--- src/rtl/ss_stack_pkg.sv ---
// Shared opcodes, control encodings, FSM states and per-opcode control decode
// for the stack sequencer.
package ss_stack_pkg;

   localparam logic [2:0] OP_NOP   = 3'd0;
   localparam logic [2:0] OP_PUSH  = 3'd1;
   localparam logic [2:0] OP_POP   = 3'd2;
   localparam logic [2:0] OP_DUP   = 3'd3;
   localparam logic [2:0] OP_SWAP  = 3'd4;
   localparam logic [2:0] OP_OVER  = 3'd5;
   localparam logic [2:0] OP_BINOP = 3'd6;
   localparam logic [2:0] OP_RSVD  = 3'd7;

   localparam logic [1:0] DP_HOLD = 2'b00;
   localparam logic [1:0] DP_INC  = 2'b01;
   localparam logic [1:0] DP_DEC  = 2'b10;

   localparam logic [2:0] TRS_A = 3'd0;
   localparam logic [2:0] TRS_B = 3'd1;
   localparam logic [2:0] TRS_C = 3'd2;
   localparam logic [2:0] TRS_D = 3'd3;
   localparam logic [2:0] TRS_E = 3'd4;

   typedef enum logic [1:0] {S_IDLE, S_EX1, S_EX2, S_REJ} state_t;

   typedef struct packed {
      logic [1:0] dp_inc;
      logic       reg_write;
      logic       tr_write;
      logic [2:0] tr_src;
   } ctl_t;

   function automatic logic two_cycle(input logic [2:0] op);
      return (op == OP_PUSH) || (op == OP_DUP) || (op == OP_OVER);
   endfunction

   function automatic logic is_grow(input logic [2:0] op);
      return (op == OP_PUSH) || (op == OP_DUP) || (op == OP_OVER);
   endfunction

   function automatic logic is_shrink(input logic [2:0] op);
      return (op == OP_POP) || (op == OP_BINOP);
   endfunction

   // Controls driven in the first execute cycle
   function automatic ctl_t ex1_ctl(input logic [2:0] op);
      ctl_t c;
      c = '0;
      case (op)
         OP_PUSH, OP_DUP, OP_OVER: c.dp_inc = DP_INC;
         OP_POP:   begin c.tr_write = 1'b1; c.tr_src = TRS_E; c.dp_inc = DP_DEC; end
         OP_SWAP:  begin c.reg_write = 1'b1; c.tr_write = 1'b1; c.tr_src = TRS_E; end
         OP_BINOP: begin c.tr_write = 1'b1; c.tr_src = TRS_C; c.dp_inc = DP_DEC; end
         default:  c = '0;
      endcase
      return c;
   endfunction

   // Controls driven in the second execute cycle of two-cycle ops
   function automatic ctl_t ex2_ctl(input logic [2:0] op);
      ctl_t c;
      c = '0;
      case (op)
         OP_PUSH: begin c.reg_write = 1'b1; c.tr_write = 1'b1; c.tr_src = TRS_A; end
         OP_DUP:  c.reg_write = 1'b1;
         OP_OVER: begin c.reg_write = 1'b1; c.tr_write = 1'b1; c.tr_src = TRS_B; end
         default: c = '0;
      endcase
      return c;
   endfunction

endpackage

--- src/rtl/ss_stack_depth_ctr.sv ---
// Saturating stack-depth counter with the accept-time legality compare.
module ss_stack_depth_ctr
   import ss_stack_pkg::*;
#(
   parameter int unsigned DEPTH = 256
) (
   input  logic       clk,
   input  logic       rst,
   input  logic       upd,
   input  logic [2:0] upd_op,
   input  logic [2:0] chk_op,
   output logic [8:0] depth,
   output logic       legal_c
);

   localparam logic [8:0] MAX_DEPTH = 9'(DEPTH);

   // Depth moves only when an executed op retires; never wraps
   always_ff @(posedge clk or posedge rst) begin
      if (rst) begin
         depth <= 9'd0;
      end else if (upd) begin
         if (is_grow(upd_op) && (depth != MAX_DEPTH)) begin
            depth <= depth + 9'd1;
         end else if (is_shrink(upd_op) && (depth != 9'd0)) begin
            depth <= depth - 9'd1;
         end
      end
   end

   always_comb begin
      legal_c = 1'b1;
      case (chk_op)
         OP_PUSH:           legal_c = (depth < MAX_DEPTH);
         OP_POP:            legal_c = (depth >= 9'd1);
         OP_DUP:            legal_c = (depth >= 9'd1) && (depth < MAX_DEPTH);
         OP_SWAP, OP_BINOP: legal_c = (depth >= 9'd2);
         OP_OVER:           legal_c = (depth >= 9'd2) && (depth < MAX_DEPTH);
         OP_RSVD:           legal_c = 1'b0;
         default:           legal_c = 1'b1;
      endcase
   end

endmodule

--- src/rtl/ss_stack_sequencer.sv ---
// Data-stack control sequencer: one opcode per handshake, 1-2 cycle control bursts.
// SS_STACK_DEPTH_CHECK_EN adds depth tracking and rejection of illegal ops.
module ss_stack_sequencer
   import ss_stack_pkg::*;
#(
   parameter int unsigned DEPTH = 256,
   parameter int unsigned DW    = 16
) (
   input  logic          CLK,
   input  logic          reset,
   input  logic          op_valid,
   input  logic [2:0]    op_code,
   output logic          op_ready,
   output logic          op_done,
   output logic          op_err,
   input  logic [DW-1:0] nos_data,
   output logic [DW-1:0] over_data,
   output logic [1:0]    dp_inc,
   output logic          regWrite,
   output logic          tr_write,
   output logic [2:0]    tr_src,
   output logic [8:0]    depth
);

   state_t     state;
   logic [2:0] op_q;
   logic       legal_c;

`ifdef SS_STACK_DEPTH_CHECK_EN
   logic upd_c;

   // op_done without op_err marks the last cycle of an executed op
   assign upd_c = op_done & ~op_err;

   ss_stack_depth_ctr #(.DEPTH(DEPTH)) u_depth (
      .clk     (CLK),
      .rst     (reset),
      .upd     (upd_c),
      .upd_op  (op_q),
      .chk_op  (op_code),
      .depth   (depth),
      .legal_c (legal_c)
   );
`else
   // No depth tracking: every opcode runs, reserved decodes to no controls
   assign legal_c = 1'b1;
   assign depth   = 9'(DEPTH) & 9'h000;
`endif

   // Outputs are registered from the next state and latched opcode
   always_ff @(posedge CLK or posedge reset) begin
      if (reset) begin
         state     <= S_IDLE;
         op_q      <= OP_NOP;
         op_ready  <= 1'b1;
         op_done   <= 1'b0;
         op_err    <= 1'b0;
         dp_inc    <= DP_HOLD;
         regWrite  <= 1'b0;
         tr_write  <= 1'b0;
         tr_src    <= TRS_A;
         over_data <= '0;
      end else begin
         dp_inc   <= DP_HOLD;
         regWrite <= 1'b0;
         tr_write <= 1'b0;
         tr_src   <= TRS_A;
         op_done  <= 1'b0;
         op_err   <= 1'b0;
         case (state)
            S_IDLE: begin
               if (op_valid) begin
                  op_q     <= op_code;
                  op_ready <= 1'b0;
                  if (legal_c) begin
                     state <= S_EX1;
                     {dp_inc, regWrite, tr_write, tr_src} <= ex1_ctl(op_code);
                     op_done <= ~two_cycle(op_code);
                  end else begin
                     state   <= S_REJ;
                     op_done <= 1'b1;
                     op_err  <= 1'b1;
                  end
               end
            end
            S_EX1: begin
               if (two_cycle(op_q)) begin
                  state <= S_EX2;
                  {dp_inc, regWrite, tr_write, tr_src} <= ex2_ctl(op_q);
                  op_done <= 1'b1;
                  if (op_q == OP_OVER) begin
                     over_data <= nos_data;
                  end
               end else begin
                  state    <= S_IDLE;
                  op_ready <= 1'b1;
               end
            end
            default: begin
               state    <= S_IDLE;
               op_ready <= 1'b1;
            end
         endcase
      end
   end

endmodule

--- config.mk ---
export PLATFORM = sky130hd
export DESIGN_NAME = ss_stack_sequencer
export DESIGN_NICKNAME = d
export VERILOG_FILES = /design/src/rtl/ss_stack_pkg.sv /design/src/rtl/ss_stack_depth_ctr.sv /design/src/rtl/ss_stack_sequencer.sv
export SDC_FILE = /design/constraint.sdc
export NUM_CORES = 1
export LEC_CHECK = 0
export CORE_AREA = 2 2 56 58
export CTS_BUF_LIST = sky130_fd_sc_hd__clkbuf_4
export CTS_CLUSTER_DIAMETER = 100
export CTS_CLUSTER_SIZE = 40
export DETAILED_ROUTE_END_ITERATION = 6
export DIE_AREA = 0 0 58 60
export GPL_TIMING_DRIVEN = 0
export PLACE_DENSITY = 0.93
export SLEW_MARGIN = 20
export SYNTH_ARGS = -nofsm -noshare
export SYNTH_HDL_FRONTEND = slang
export SYNTH_SLANG_ARGS = --single-unit
--- constraint.sdc ---
create_clock -name CLK -period 3 [get_ports CLK]
set_input_delay 0.3 -clock CLK [delete_from_list [all_inputs] [get_ports CLK]]
set_output_delay 0.3 -clock CLK [all_outputs]
set_load 0.1 [all_outputs]
# Word level (Yosys, flattened, before mapping)
# Cells that the tools add are included.
dict set report word_totals {
  ff_bits 30
  latch_bits 0
  ram_bits 0
  romBits 0
  input_bits 22
  out_inout_bits 35
  elab_cells 59
  n_memories 0
}
dict set report classes {
  n_addsub 0
  multipliers 0
  n_div 0
  order_cmp 0
  n_eq_ne 12
  n_shift 0
  mux 25
  bitwise 1
  n_reduce_logical 12
}
# operator count
set op_table {}
lappend op_table {{one-hot mux 4 bit (2 select lines)} 2}
lappend op_table {{== test 3 bit (second input constant)} 4}
lappend op_table {{2-to-1 mux 1 bit} 10}
lappend op_table {{== test 3 x 2 -> 1 bit (second input constant)} 3}
lappend op_table {{2-to-1 mux 2 bit} 4}
lappend op_table {{one-hot mux 1 bit (2 select lines)} 4}
lappend op_table {{one-hot mux 2 bit (2 select lines)} 2}
lappend op_table {{== test 3 x 1 -> 1 bit (second input constant)} 2}
lappend op_table {{2-to-1 mux 3 bit} 2}
lappend op_table {{one-hot mux 3 bit (2 select lines)} 1}
lappend op_table {{OR reduction 3 bit} 2}
lappend op_table {{logical OR 1 bit} 4}
lappend op_table {{!= test 2 bit (second input constant)} 2}
lappend op_table {{AND reduction 2 bit} 2}
lappend op_table {{OR reduction 2 bit} 2}
lappend op_table {{AND reduction 3 bit} 1}
lappend op_table {{== test 2 x 1 -> 1 bit (second input constant)} 1}
lappend op_table {{zero test 2 bit} 1}
lappend op_table {{inverter 1 bit} 1}

# Longest topological paths before layout
dict set report logic_depth {
  depth_word 6
  ltp_mapped 5
  depth_no_buf 5
}

# Worst setup path after synthesis
# No wires, ideal clock.
dict set report synth_timing {
  kind {reg2reg}
  start {register op_q[1]}
  end {register over_data[0]}
  setup_time_ns 0.126
  t_arrival_ns 1.400
  required_ns 2.874
  slack_ns 1.473
  stages_incl_launch_ff 5
  path_buffers 1
  period_less_slack_ns 1.527
  cell_sequence {dfrtp_1 > nand3b_4 > nor3b_4 > buf_12 > mux2_4}
}
dict set report synth_via {
  elab_chain_len 4
  elab_cells_between_ends 6
  cone_classes {3 x eq/ne; 3 x reduce/logical}
}
# item line_no
set synth_rtl {}
lappend synth_rtl {{from (decl)} ss_stack_sequencer.sv:26} ;# logic [2:0] op_q;
lappend synth_rtl {{from (signal assigned)} ss_stack_sequencer.sv:73} ;# op_q <= op_code;
lappend synth_rtl {{== test 3 x 1 -> 1 bit or == test 3 x 2 -> 1 bit (tied branches)} ss_stack_pkg.sv:34} ;# return (op == OP_PUSH) || (op == OP_DUP) || (op == OP_OVER);
lappend synth_rtl {{logical OR 1 bit (2 in series)} ss_stack_pkg.sv:34}
lappend synth_rtl {{AND reduction 3 bit (no source line) (*)} n/a}
lappend synth_rtl {{to (signal assigned)} ss_stack_sequencer.sv:92} ;# over_data <= nos_data;
lappend synth_rtl {{to (decl)} ss_stack_sequencer.sv:17} ;# output logic [DW-1:0] over_data,
# Every way passes the cells marked *; elsewhere a longest branch is shown, timed or not.
# A chain may end at the register's enable or synchronous reset.

# Worst setup path in the final report
dict set report layout_timing {
  start {register op_ready}
  end {output op_ready}
}
# item line_no
set layout_rtl {}
lappend layout_rtl {{from (decl)} ss_stack_sequencer.sv:13} ;# output logic op_ready,
lappend layout_rtl {{from (signal assigned)} ss_stack_sequencer.sv:55} ;# op_ready <= 1'b1;
lappend layout_rtl {{from (signal assigned)} ss_stack_sequencer.sv:74} ;# op_ready <= 1'b0;
lappend layout_rtl {{from (signal assigned)} ss_stack_sequencer.sv:96} ;# op_ready <= 1'b1;
# No word-level cell between the ends.

==> impl_metrics.csv <==
group,metric,value,unit
status,status,"complete, no violations",
critical_path,crit_slowest_cell,"clkdlybuf4s50_1",
floorplanning,core,2903,um^2
final_layout,seqCellArea,752.0,um^2
final_layout,antennaDiodeCount,0,
cts,cts_tree,"done",
floorplanning,die_w,58,um
critical_path,r2r_end,"over_data[15]",
final_layout,drive_gt1_share,27.15,%
final_layout,fill_cells,226,
timing,worst_pin_slew,0.9797,ns
drt,vias,844,
cts,numCtsBuffers,5,
floorplanning,ioPinCount,57,
critical_path,crit_type,"reg -> out",
drt,drc,0,
drt,ant_nets,0,
cts,cts.sinks,30,
final_layout,multi_input_comb_area,434.2,um^2
cts,post-cts-setup-buffers,0,
critical_path,reg2reg_depth,4,
yosys,synth_area_leader_cell,"dfrtp_1",
critical_path,path_buf_inv,1,
drt,post_drt_wl_per_cell,12.39,um
critical_path,cp_cell_sequence,"clkdlybuf4s50_1",
final_layout,final_nets,172,
final_layout,final_cell_mix,"46 x clkdlybuf4s50_1, 29 x dfrtp_1, 10 x buf_4, 10 x conb_1",
drt,wl,2.279,mm
drt,dr.first_iter.drc_count,6,
yosys,synth_area_leaders,"dfrtp_1 57%, mux2_4 11%, mux2_2 8.0%",
timing,fin_worst_skew,0.009228,ns
floorplanning,die_area,3480,um^2
grt,grt_pass1_wl,3.829,mm
worst_hold_path,hold_class,"in -> async",
yosys,syn-instance-count,88,
grt,grt-ovfl-total,0,
place,hpwl,1.833,mm
yosys,synthesis.area,1262,um^2
timing,finalSetupViolCount,0,
timing,slew_viol_final,0,
critical_path,crit_path_end_kind,"output port",
timing,period_needed,2.291,ns
place,io_buffers,46,
grt,grt_pass1_vias,875,
floorplanning,rows,20,
critical_path,start_kind,"flip-flop",
critical_path,r2r-start,"op_q[1]",
final_layout,final_common_cell,"clkdlybuf4s50_1",
floorplanning,initial_core_util,43.49,%
timing,hold_viol,0,
cts,path_clk_slew,0.09,ns
final_layout,synthToLayoutAreaGrowth,46.68,%
critical_path,slowest_delay,1.13,ns
run,maxCapViolCount,0,
cts,ctsHoldBuffers,0,
critical_path,cp.required,2.70,ns
drt,drtPass1Iterations,3,
critical_path,cp_max_fo,3,
grt,grt_usage,15.23,%
drt,viasPerCell,4.587,
timing,final.period_utilization,76.36,%
grt,grt_start_max_net_pins,31,
critical_path,critPathArrivalTime,1.99,ns
timing,tns,0,ns
floorplanning,die_h,60,um
yosys,yosysTopAreaCellShare,57.48,%
yosys,yosysSeqAreaShare,59.56,%
yosys,yosysWarnings,0,
critical_path,cp_top_family,"buffers and inverters",
cts,h-tree-depth,2,
cts,cts.repair.resized,0,
yosys,synth-seq-cells,30,
timing,slew-limit-headroom,34.48,%
yosys,avgSynthCellArea,14.35,um^2
yosys,synth_cell_types,23,
cts,cts_buffer_depth,2,
timing,fmaxAchievable,436.5,MHz
place,gp_congestion,0.8199,
cts,cts_root_buf,"clkbuf_4",
critical_path,ff2ff_setup_slack,1.35,ns
cts,clk_latency,0.33,ns
grt,antenna_found_initial,0,
timing,rsz0062_at_grt,"false",
sequential cells by signal (all words and copies together) (netlist names), 2 cells and up:
signal and flops:
state 2, dp_inc 2, over_data 16, op_q 3
tr_src 3
cells by family (layout without fill, tap and decap cells):
family | Yosys count | in the layout | share of synthesized area, %
AOI/OAI and AO/OA | 6 | 6 | 3.271
xor gates and xnor gates | 1 | 1 | 0.6939
buffers and inverters | 15 | 69 | 8.721
DFF | 30 | 30 | 59.56
muxes | 18 | 18 | 18.73
other | 1 | 10 | 0.2970
and+or+nand+nor | 17 | 17 | 8.722
metrics by stage:
step / cell area [um^2] / setup WS [ns] / util [%] / instances / hold slack [ns]
global route: 1852 / 0.6678 / 63.79 / 184 / 0.3908
CTS: 1852 / 0.6862 / 63.79 / 184 / 0.5140
global placement: 1798 / 1.057 / 61.94 / 176 / 0.4900
finish: 1852 / 0.7091 / 63.79 / 184 / 0.3496
detailed placement: 1798 / 1.051 / 61.94 / 176 / 0.4939
floorplan: 1296 / 1.473 / - / 97 / 0.3714
synth_stat cells:
cell type  number
nand3b_4        1
and3_1          1
dfstp_2         1
nor3b_1         1
buf_12          1
dfrtp_1        29
xnor2_1         1
and2_1          1
a21oi_1         1
buf_4          10
nor2_1          4
o21ai_0         2
mux2_2          9
nand2_1         6
conb_1          1
o21a_1          1
a211o_1         1
nor3b_4         1
mux2_4          9
nor3_1          1
a21bo_2         1
inv_1           4
nor4b_1         1
worst register-to-register path, stage by stage, from the launching register on:
cell	delay [ns]
dfrtp_1	0.40
nand3b_4	0.17
nor3b_4	0.45
buf_12	0.21
mux2_4	0.31
per-layer routing:
metal  up-vias  track usage [%]  part of all wire [%]
met5         -                0                     0
met4         0            8.306                   1.3
met3         3            6.926                    11
met2        41            25.32                    50
met1       404            16.17                    38
li1        396                -                     -
layout make-up:
cell class / count / area share [%]
flip-flops and latches: 30 / 40.61
repair buffers: 46 / 24.86
multi-input cells: 52 / 23.45
plain buffers: 11 / 5.135
clock buffers: 6 / 2.432
well taps: 33 / 2.230
inverters: 4 / 0.8108
clock inverters: 2 / 0.4730
worst max-delay path by stage:
stage / start / end / slack [ns] / depth (start not counted)
detailed placement: op_ready / op_ready / 1.05 / 1
global route: op_ready / op_ready / 0.67 / 1
CTS: op_ready / op_ready / 0.69 / 1
global placement: op_ready / op_ready / 1.06 / 1
finish: op_ready / op_ready / 0.71 / 1
floorplan: op_q[1] / over_data[0] / 1.47 / 4
Power is left out: the tool's default activity adds up to more than one toggle a clock period on the data nets, which glitch-free logic cannot reach.
